<file path="src/rtl/seq_gen_scheduler_if.sv">
// Request/grant and sequence-observation bundle for seq_gen_scheduler.
// Requesters drive req/steps/clear and watch done to drop req; the scheduler drives the rest.
interface seq_gen_scheduler_if #(parameter int CNT_W = 3);
  logic [1:0]       req;
  logic [CNT_W-1:0] steps0;
  logic [CNT_W-1:0] steps1;
  logic             clear;
  logic [1:0]       gnt;
  logic             busy;
  logic             done;
  logic [3:0]       Yt;
  logic [3:0]       Yt1;
  logic [3:0]       t_in;

  modport master (
    output req, steps0, steps1, clear,
    input  gnt, busy, done, Yt, Yt1, t_in
  );

  modport slave (
    input  req, steps0, steps1, clear,
    output gnt, busy, done, Yt, Yt1, t_in
  );
endinterface

</file>
<file path="src/rtl/seq_gen_scheduler.sv">
// Round-robin two-requester scheduler stepping a T-flip-flop sequence 0-8-5-3-7-2 for N cycles per grant.
// Grant one edge after req in IDLE; N RUN cycles then one DONE cycle; requests are level and ignored while busy.
module seq_gen_scheduler #(
  parameter int CNT_W = 3
) (
  input logic             clock,
  input logic             reset_n,
  seq_gen_scheduler_if.slave bus
);

  typedef enum logic [1:0] {
    IDLE = 2'd0,
    RUN  = 2'd1,
    DONE = 2'd2
  } state_t;

  state_t           state, state_nxt;
  logic [3:0]       yt, yt_nxt, yt1, t_vec;
  logic [1:0]       gnt, gnt_nxt;
  logic [CNT_W-1:0] rem, rem_nxt;
  logic             last, last_nxt;
  logic             win;
  logic [CNT_W-1:0] win_steps;

  // Successor on the legal ring; anything off the ring falls back to 0.
  always_comb begin
    case (yt)
      4'd0:    yt1 = 4'd8;
      4'd8:    yt1 = 4'd5;
      4'd5:    yt1 = 4'd3;
      4'd3:    yt1 = 4'd7;
      4'd7:    yt1 = 4'd2;
      4'd2:    yt1 = 4'd0;
      default: yt1 = 4'd0;
    endcase
  end

  always_comb begin
    win       = bus.req[0] ? (bus.req[1] ? ~last : 1'b0) : 1'b1;
    win_steps = win ? bus.steps1 : bus.steps0;
    t_vec     = (state == RUN) ? (yt ^ yt1) : 4'd0;

    state_nxt = state;
    yt_nxt    = yt;
    gnt_nxt   = gnt;
    rem_nxt   = rem;
    last_nxt  = last;

    case (state)
      IDLE: begin
        if (bus.clear) begin
          yt_nxt = 4'd0;
        end
        if (bus.req != 2'b00) begin
          gnt_nxt   = win ? 2'b10 : 2'b01;
          rem_nxt   = win_steps;
          last_nxt  = win;
          state_nxt = (win_steps != '0) ? RUN : DONE;
        end
      end
      RUN: begin
        yt_nxt  = yt ^ t_vec;
        rem_nxt = rem - CNT_W'(1);
        if (rem == CNT_W'(1)) begin
          state_nxt = DONE;
        end
      end
      DONE: begin
        gnt_nxt   = 2'b00;
        state_nxt = IDLE;
      end
      default: begin
        gnt_nxt   = 2'b00;
        state_nxt = IDLE;
      end
    endcase
  end

  always_ff @(posedge clock or negedge reset_n) begin
    if (!reset_n) begin
      state <= IDLE;
      yt    <= 4'd0;
      gnt   <= 2'b00;
      rem   <= '0;
      last  <= 1'b1;
    end else begin
      state <= state_nxt;
      yt    <= yt_nxt;
      gnt   <= gnt_nxt;
      rem   <= rem_nxt;
      last  <= last_nxt;
    end
  end

  assign bus.gnt  = gnt;
  assign bus.busy = (state != IDLE);
  assign bus.done = (state == DONE);
  assign bus.Yt   = yt;
  assign bus.Yt1  = yt1;
  assign bus.t_in = t_vec;

endmodule

</file>
<file path="src/flat_wrapper.sv">
// flat-port wrapper written by rule: the top's interface ports become plain ports
module seq_gen_scheduler_flat 
#(
  parameter int CNT_W = 3
)
  (clock, reset_n, bus_req, bus_steps0, bus_steps1, bus_clear, bus_gnt, bus_busy, bus_done, bus_Yt, bus_Yt1, bus_t_in);
  seq_gen_scheduler_if #(.CNT_W(CNT_W)) bus_i ();
  input logic clock;
  input logic reset_n;
  input wire logic [$bits(bus_i.req)-1:0] bus_req;
  input wire logic [$bits(bus_i.steps0)-1:0] bus_steps0;
  input wire logic [$bits(bus_i.steps1)-1:0] bus_steps1;
  input wire logic [$bits(bus_i.clear)-1:0] bus_clear;
  output wire logic [$bits(bus_i.gnt)-1:0] bus_gnt;
  output wire logic [$bits(bus_i.busy)-1:0] bus_busy;
  output wire logic [$bits(bus_i.done)-1:0] bus_done;
  output wire logic [$bits(bus_i.Yt)-1:0] bus_Yt;
  output wire logic [$bits(bus_i.Yt1)-1:0] bus_Yt1;
  output wire logic [$bits(bus_i.t_in)-1:0] bus_t_in;
  assign bus_i.req = bus_req;
  assign bus_i.steps0 = bus_steps0;
  assign bus_i.steps1 = bus_steps1;
  assign bus_i.clear = bus_clear;
  assign bus_gnt = bus_i.gnt;
  assign bus_busy = bus_i.busy;
  assign bus_done = bus_i.done;
  assign bus_Yt = bus_i.Yt;
  assign bus_Yt1 = bus_i.Yt1;
  assign bus_t_in = bus_i.t_in;
  seq_gen_scheduler #(.CNT_W(CNT_W)) u_core (.clock(clock), .reset_n(reset_n), .bus(bus_i));
endmodule
</file>
<file path="config.mk">
export PLATFORM = sky130hd
export DESIGN_NAME = seq_gen_scheduler_flat
export DESIGN_NICKNAME = d
export VERILOG_FILES = /design/src/rtl/seq_gen_scheduler_if.sv /design/src/rtl/seq_gen_scheduler.sv /design/src/flat_wrapper.sv
export SDC_FILE = /design/constraint.sdc
export NUM_CORES = 1
export LEC_CHECK = 0
export BUFFER_PORTS_ARGS = -buffer_cell sky130_fd_sc_hd__buf_2
export CAP_MARGIN = 20
export CORE_AREA = 2 2 61 51
export CTS_CLUSTER_DIAMETER = 50
export CTS_CLUSTER_SIZE = 25
export DETAILED_ROUTE_END_ITERATION = 16
export DIE_AREA = 0 0 63 53
export PLACE_DENSITY = 0.61
export SLEW_MARGIN = 20
export SYNTH_ARGS = -nofsm -noshare
export SYNTH_HDL_FRONTEND = slang
export SYNTH_SLANG_ARGS = --single-unit
</file>
<file path="constraint.sdc">
create_clock -name clock -period 1.8 [get_ports clock]
set_input_delay 0.45 -clock clock [delete_from_list [all_inputs] [get_ports clock]]
set_output_delay 0.45 -clock clock [all_outputs]
set_load 0.005 [all_outputs]
</file>
# Word level (Yosys, flattened, before mapping)
# Index checks and enable logic that the tools add are counted.
# op_classes
n_addsub	1
multipliers	0
n_div	0
n_lt_le_gt_ge	0
eq_ne	10
n_shift	0
muxes	16
n_bitwise	4
n_reduce_logical	11
# ops
op	count
one-hot mux 4 bit (5 select lines)	1
2-to-1 mux 2 bit	5
AND reduction 2 bit	5
equality test 4 x 3 -> 1 bit, second input constant	2
2-to-1 mux 4 bit	2
one-hot mux 2 bit (2 select lines)	2
one-hot mux 4 bit (2 select lines)	1
XOR 4 bit	2
2-to-1 mux 3 bit	2
one-hot mux 3 bit (2 select lines)	1
nonzero test 2 bit	3
equality test 4 x 2 -> 1 bit, second input constant	1
equality test 4 bit, second input constant	1
logical NOT 4 bit	1
!= test 2 bit, second input constant	2
equality test 3 x 1 -> 1 bit, second input constant	1
nonzero test 3 bit	1
subtractor 3 x 1 -> 3 bit, second input constant	1
equality test 2 x 1 -> 1 bit, second input constant	1
equality test 2 bit, second input constant	1
logical NOT 2 bit	1
2-to-1 mux 1 bit	2
!= test 2 x 1 -> 1 bit, second input constant	1
inverter 1 bit	2
# totals
reg_bits	12
latch_bits	0
mem_bits_rw	0
mem_bits_ro	0
output_inout_bits	16
elab_cells	47
n_memories	0

# Logic depth before layout (Yosys ltp)
# depth
ltp_word	8
ltp_mapped	5
mapped_depth_nobuf	5

# Least setup slack after synthesis
# Ideal clock, no wire load.
# synth_path
path_type	flip-flop to output port
startpoint	reg u_core.yt[1] (netlist: u_core.bus.Yt[1])
endpoint	out bus_t_in[2]
arrival_ps	1081
required_ps	1350
setup_slack_ps	269
path_stages_with_launch	6
cell_sequence	dfrtp_1 -> buf_2 -> nor2_1 -> nand2_1 -> a21oi_1 -> o21a_1
# synth_between
elab_chain_len	4
word_cells_on_any_way	8
classes_between	4 x eq/ne; 2 x mux; 1 x bitwise; 1 x reduce/logical
# synth_rtl
item	line_no	source
start, declared	seq_gen_scheduler.sv:18	logic [3:0] yt, yt_nxt, yt1, t_vec;
start signal, assigned	seq_gen_scheduler.sv:88	yt <= yt_nxt;
equality test 4 x 3 -> 1 bit (tied with other cells)	seq_gen_scheduler.sv:27	case (yt)
one-hot mux 4 bit (5 select lines) *	seq_gen_scheduler.sv:27	
net bus_Yt1[2]	flat_wrapper.sv:18	output wire logic [$bits(bus_i.Yt1)-1:0] bus_Yt1;
XOR 4 bit *	seq_gen_scheduler.sv:41	t_vec = (state == RUN) ? (yt ^ yt1) : 4'd0;
2-to-1 mux 4 bit *	seq_gen_scheduler.sv:41	
end, declared	flat_wrapper.sv:19	output wire logic [$bits(bus_i.t_in)-1:0] bus_t_in;
# Mark *: on every way through the listed nets, which the timed path passes. The rest lies on a longest branch.

# Worst setup path in the final report
# layout_path
startpoint	reg u_core.yt[3] (netlist: u_core.bus.Yt[3])
endpoint	out bus_t_in[2]
# layout_between
elab_chain_len	4
word_cells_on_any_way	8
classes_between	4 x eq/ne; 2 x mux; 1 x bitwise; 1 x reduce/logical
# layout_rtl
item	line_no
equality test 4 x 3 -> 1 bit (tied with other cells)	seq_gen_scheduler.sv:27
one-hot mux 4 bit (5 select lines) *	seq_gen_scheduler.sv:27
XOR 4 bit *	seq_gen_scheduler.sv:41
2-to-1 mux 4 bit *	seq_gen_scheduler.sv:41
# Mark *: on every way between the ends. The rest lies on a longest branch, timed or not.

==> PnR_summary.wiki <==
{| class="wikitable"
! Metric !! Value
|-
| Leakage power total || around 0.53 nW
|-
| Main flop type after synthesis || dfrtp_1
|-
| Fin. Hold Viols || 0
|-
| Synthesized netlist net count || 101
|-
| Setup violation total in the final timing report || 2
|-
| Pin count of the biggest net entering global routing || 13
|-
| Number of instances in the synthesized netlist || 88
|-
| Starting density of the core || 29.32%
|-
| Slew margin rel. || 74.99%
|-
| Yosys Warn Count || 0
|-
| Global-route wire length before repair || between 3000 and 4000 um
|-
| Max capacitance violation total || 0
|-
| CTS tree || done
|-
| Internal reg-to-reg setup slack || ~0.5 ns
|-
| H-tree lvl count || 1
|-
| Reg-to-reg critical path startpoint || u_core.state[0]$_DFFE_PN0P_
|-
| Capturing point of the worst reg2reg path || u_core.state[1]$_DFFE_PN0P_
|-
| Clock transition at the register clock pins on the worst setup and hold paths after CTS || about 0.080 ns
|-
| Die width || about 63 um
|-
| Top-count cell post-synth || nor2_1
|-
| Number of antenna violations at the first check in global routing || 0
|-
| Portion of the post-synthesis area used by sequential elements || 38.07%
|-
| Final WS setup || -0.03272 ns
|-
| Drt first-iter violations || 20
|-
| Worst setup timing slack at the placement stage || ~0.21 ns
|-
| Startpoint type of the worst setup path || flop
|-
| Post-route total power || 1.721 mW
|-
| Type of the worst min-delay path || input port to async pin
|-
| Peak VDD IR || ~0.63 mV
|-
| Placeable core region || roughly 2700 um^2
|-
| Final total negative setup slack || -0.04221 ns
|-
| Final Cycle Share || 101.8%
|-
| Number of nets still failing antenna checks after routing || 0
|-
| Worst endpoint data arrival time || roughly 1.4 ns
|-
| Fraction of synthesized cell area taken by the top area cell type || 34.76%
|-
| Post-synthesis cell area || roughly 790 um^2
|-
| Mean area per synthesized cell || around 9 um^2
|-
| Gpl congestion || between 0.8 and 0.9
|-
| Count of vias placed by the detailed router || slightly below 800
|-
| Kind of cell adding the most delay to the critical path || flip-flops
|-
| EDFF count, synth || 0
|-
| Critical Path RT || between 1 and 1.5 ns
|-
| RSZ-0062 raised after global routing || yes
|-
| Worst clock skew || between 0.005 and 0.006 ns
|-
| Number of sinks handled by clock tree synthesis || 12
|-
| HPWL after detailed placement || approximately 1400 um
|-
| Max-slew violation count || 0
|-
| Count of standard-cell rows || 17
|-
| Highest-delay cell along the critical path || dfrtp_2
|-
| Global route overflow || 0
|-
| Worst hold slack || around 0.045 ns
|-
| Total power divided by cell area || roughly 1600 nW/um^2
|-
| Count of buffers inserted at the top-level ports || 26
|-
| #FFs+latches synth || 12
|-
| Async S/R FF share, synth || 100.0%
|-
| Capturing element type of the critical path || output pin
|-
| Post-detailed-routing wire length || 1944 um
|-
| Drt wl/cell || roughly 12 um
|-
| Crit path buffers/inverters || 1
|-
| Worst Path Class, Setup || flop to output pin
|-
| Transition time at the pin with the least slew margin || between 0.3 and 0.4 ns
|-
| Max Clk Rate || around 550 MHz
|-
| Number of global-route vias before repair || a little under 700
|-
| Top cell type by total area after synthesis || dfrtp_1
|-
| Hold bufs inserted after CTS || 0
|-
| Layout filler cell count || 276
|-
| CP peak stage delay || ~0.46 ns
|-
| First-pass iteration count of the detailed router || 4
|-
| Biggest fanout along the worst timing path || 6
|-
| Number of nets in the layout || around 140
|-
| Vertical die dimension || roughly 53 um
|-
| Worst Reg-to-Reg Cells || 4
|-
| Total global-route track usage || 11.81%
|-
| Root cell of the clock tree || clkbuf_4
|-
| Cell types occupying the most area after synthesis || dfrtp_1 (35%), nor2_1 (6.2%), a221oi_2 (5.7%)
|-
| Failing checks || setup timing
|-
| Most used standard cells in the synthesized netlist || nor2_1 (13), dfrtp_1 (11), a21oi_1 (7), a22o_1 (5), nand2_1 (5)
|-
| Post-detailed-route DRC marker count || 0
|-
| Min Clock Period, post-route || 1.833 ns
|-
| Count of different cell masters after synthesis || 30
|-
| Deepest clock path buffer count || 2
|-
| CTS buffer count || 3
|-
| Clock insertion delay at the later pin of the skew report || between 0.2 and 0.3 ns
|-
| Post-DR vias/cell || a little under 5
|-
| Top-level port count || 27
|-
| Count of inserted antenna diode cells || 0
|-
| Layout cell share with drive strength beyond 1 || between 40% and 50%
|-
| DIE AREA || 3339 um^2
|-
| Area growth from synthesis to final layout || 35.70%
|-
| Critical path, cell by cell || nand3b_1 -> a21oi_2 -> o21a_1 -> buf_2
|-
| Outcome || complete, but fails checks
|}
## layout make-up
type                    instances  area (um^2)  area share [%]
multi-input cells              66        466.7           43.42
flip-flops and latches         12        307.8           28.64
repair buffers                 35        197.7           18.39
well taps                      38        47.55           4.424
clock buffers                   4        36.28           3.376
inverters                       5        18.77           1.746
## registers in the layout, indices dropped and copies added, names as in the netlist
signal          count
u_core.state        2
u_core.bus.gnt      2
u_core.bus.Yt       4
u_core.rem          3
u_core.last         1
## cells by family after synthesis
family / count (synthesis) / share of synthesized area (%)
buffers and inverters: 10 / 5.213
flip-flops: 12 / 38.07
AND/OR/NAND/NOR: 34 / 20.70
AO/OA/AOI/OAI: 25 / 26.07
XOR/XNOR: 1 / 1.106
multiplexers: 4 / 5.687
adder cells (fa/ha/maj): 2 / 3.159
## worst register-to-register path: stages (launching register included)
cell	delay, ns
dfrtp_2	0.49
nor2_2	0.16
inv_2	0.07
nor2_1	0.32
a22o_1	0.20
## cells in the final DEF (no fill, tap or decap), types with 2 or more instances in the layout
cell type / n
buf_2: 27
nor2_1: 13
a21oi_1: 6
buf_4: 6
dfrtp_1: 6
nand2_1: 5
a22o_1: 5
dfrtp_2: 5
nor3_1: 4
inv_2: 3
nor2b_1: 3
nand2b_1: 3
o21ai_1: 3
mux2i_1: 3
a221oi_2: 3
clkbuf_4: 3
inv_1: 2
nand3b_1: 2
ha_1: 2
## report_power, final
group / switching [mW] / internal [mW] / total [mW]
Combinational: 0.459 / 0.484 / 0.943
Sequential: 0.160 / 0.402 / 0.561
Clock: 0.0936 / 0.123 / 0.217
## metrics by stage
step           utilization (%)  instances  instance area [um^2]
6_report                 39.79        160                  1075
5_1_grt                  39.79        160                  1075
4_1_cts                  37.61        153                  1016
3_5_place_dp             35.62        149                 962.2
3_3_place_gp             35.62        149                 962.2
2_1_floorplan                -         88                 792.0
## metal layers
metal / vias to the layer above / track usage [%] / part of all wire [%]
met4: 0 / 2.222 / 0
met1: 375 / 13.71 / 45
met3: 0 / 4.468 / 5.3
met5: - / 0 / 0
met2: 24 / 21.10 / 49
li1: 380 / - / -
## worst max-delay path by stage
stage,from,slack [ns],endpoint,depth (start not counted)
after floorplan,u_core.bus.Yt[1]$_DFFE_PN0P_,0.27,bus_t_in[2],5
after global placement,u_core.bus.Yt[1]$_DFFE_PN0P_,0.25,bus_t_in[2],5
after detailed placement,u_core.bus.Yt[1]$_DFFE_PN0P_,0.21,bus_t_in[2],5
after CTS,u_core.bus.Yt[3]$_DFFE_PN0P_,-0.02,bus_t_in[2],4
after global routing,u_core.bus.Yt[3]$_DFFE_PN0P_,-0.09,bus_t_in[2],4
final,u_core.bus.Yt[3]$_DFFE_PN0P_,-0.03,bus_t_in[2],4
## timing repair
item,CTS,global route
cloned,0,0
buffers inserted,0,7
gates resized for setup,7,6
endpoints found under the setup margin,5,6
pin swaps,0,1
Power figures use the tool's default switching activity.
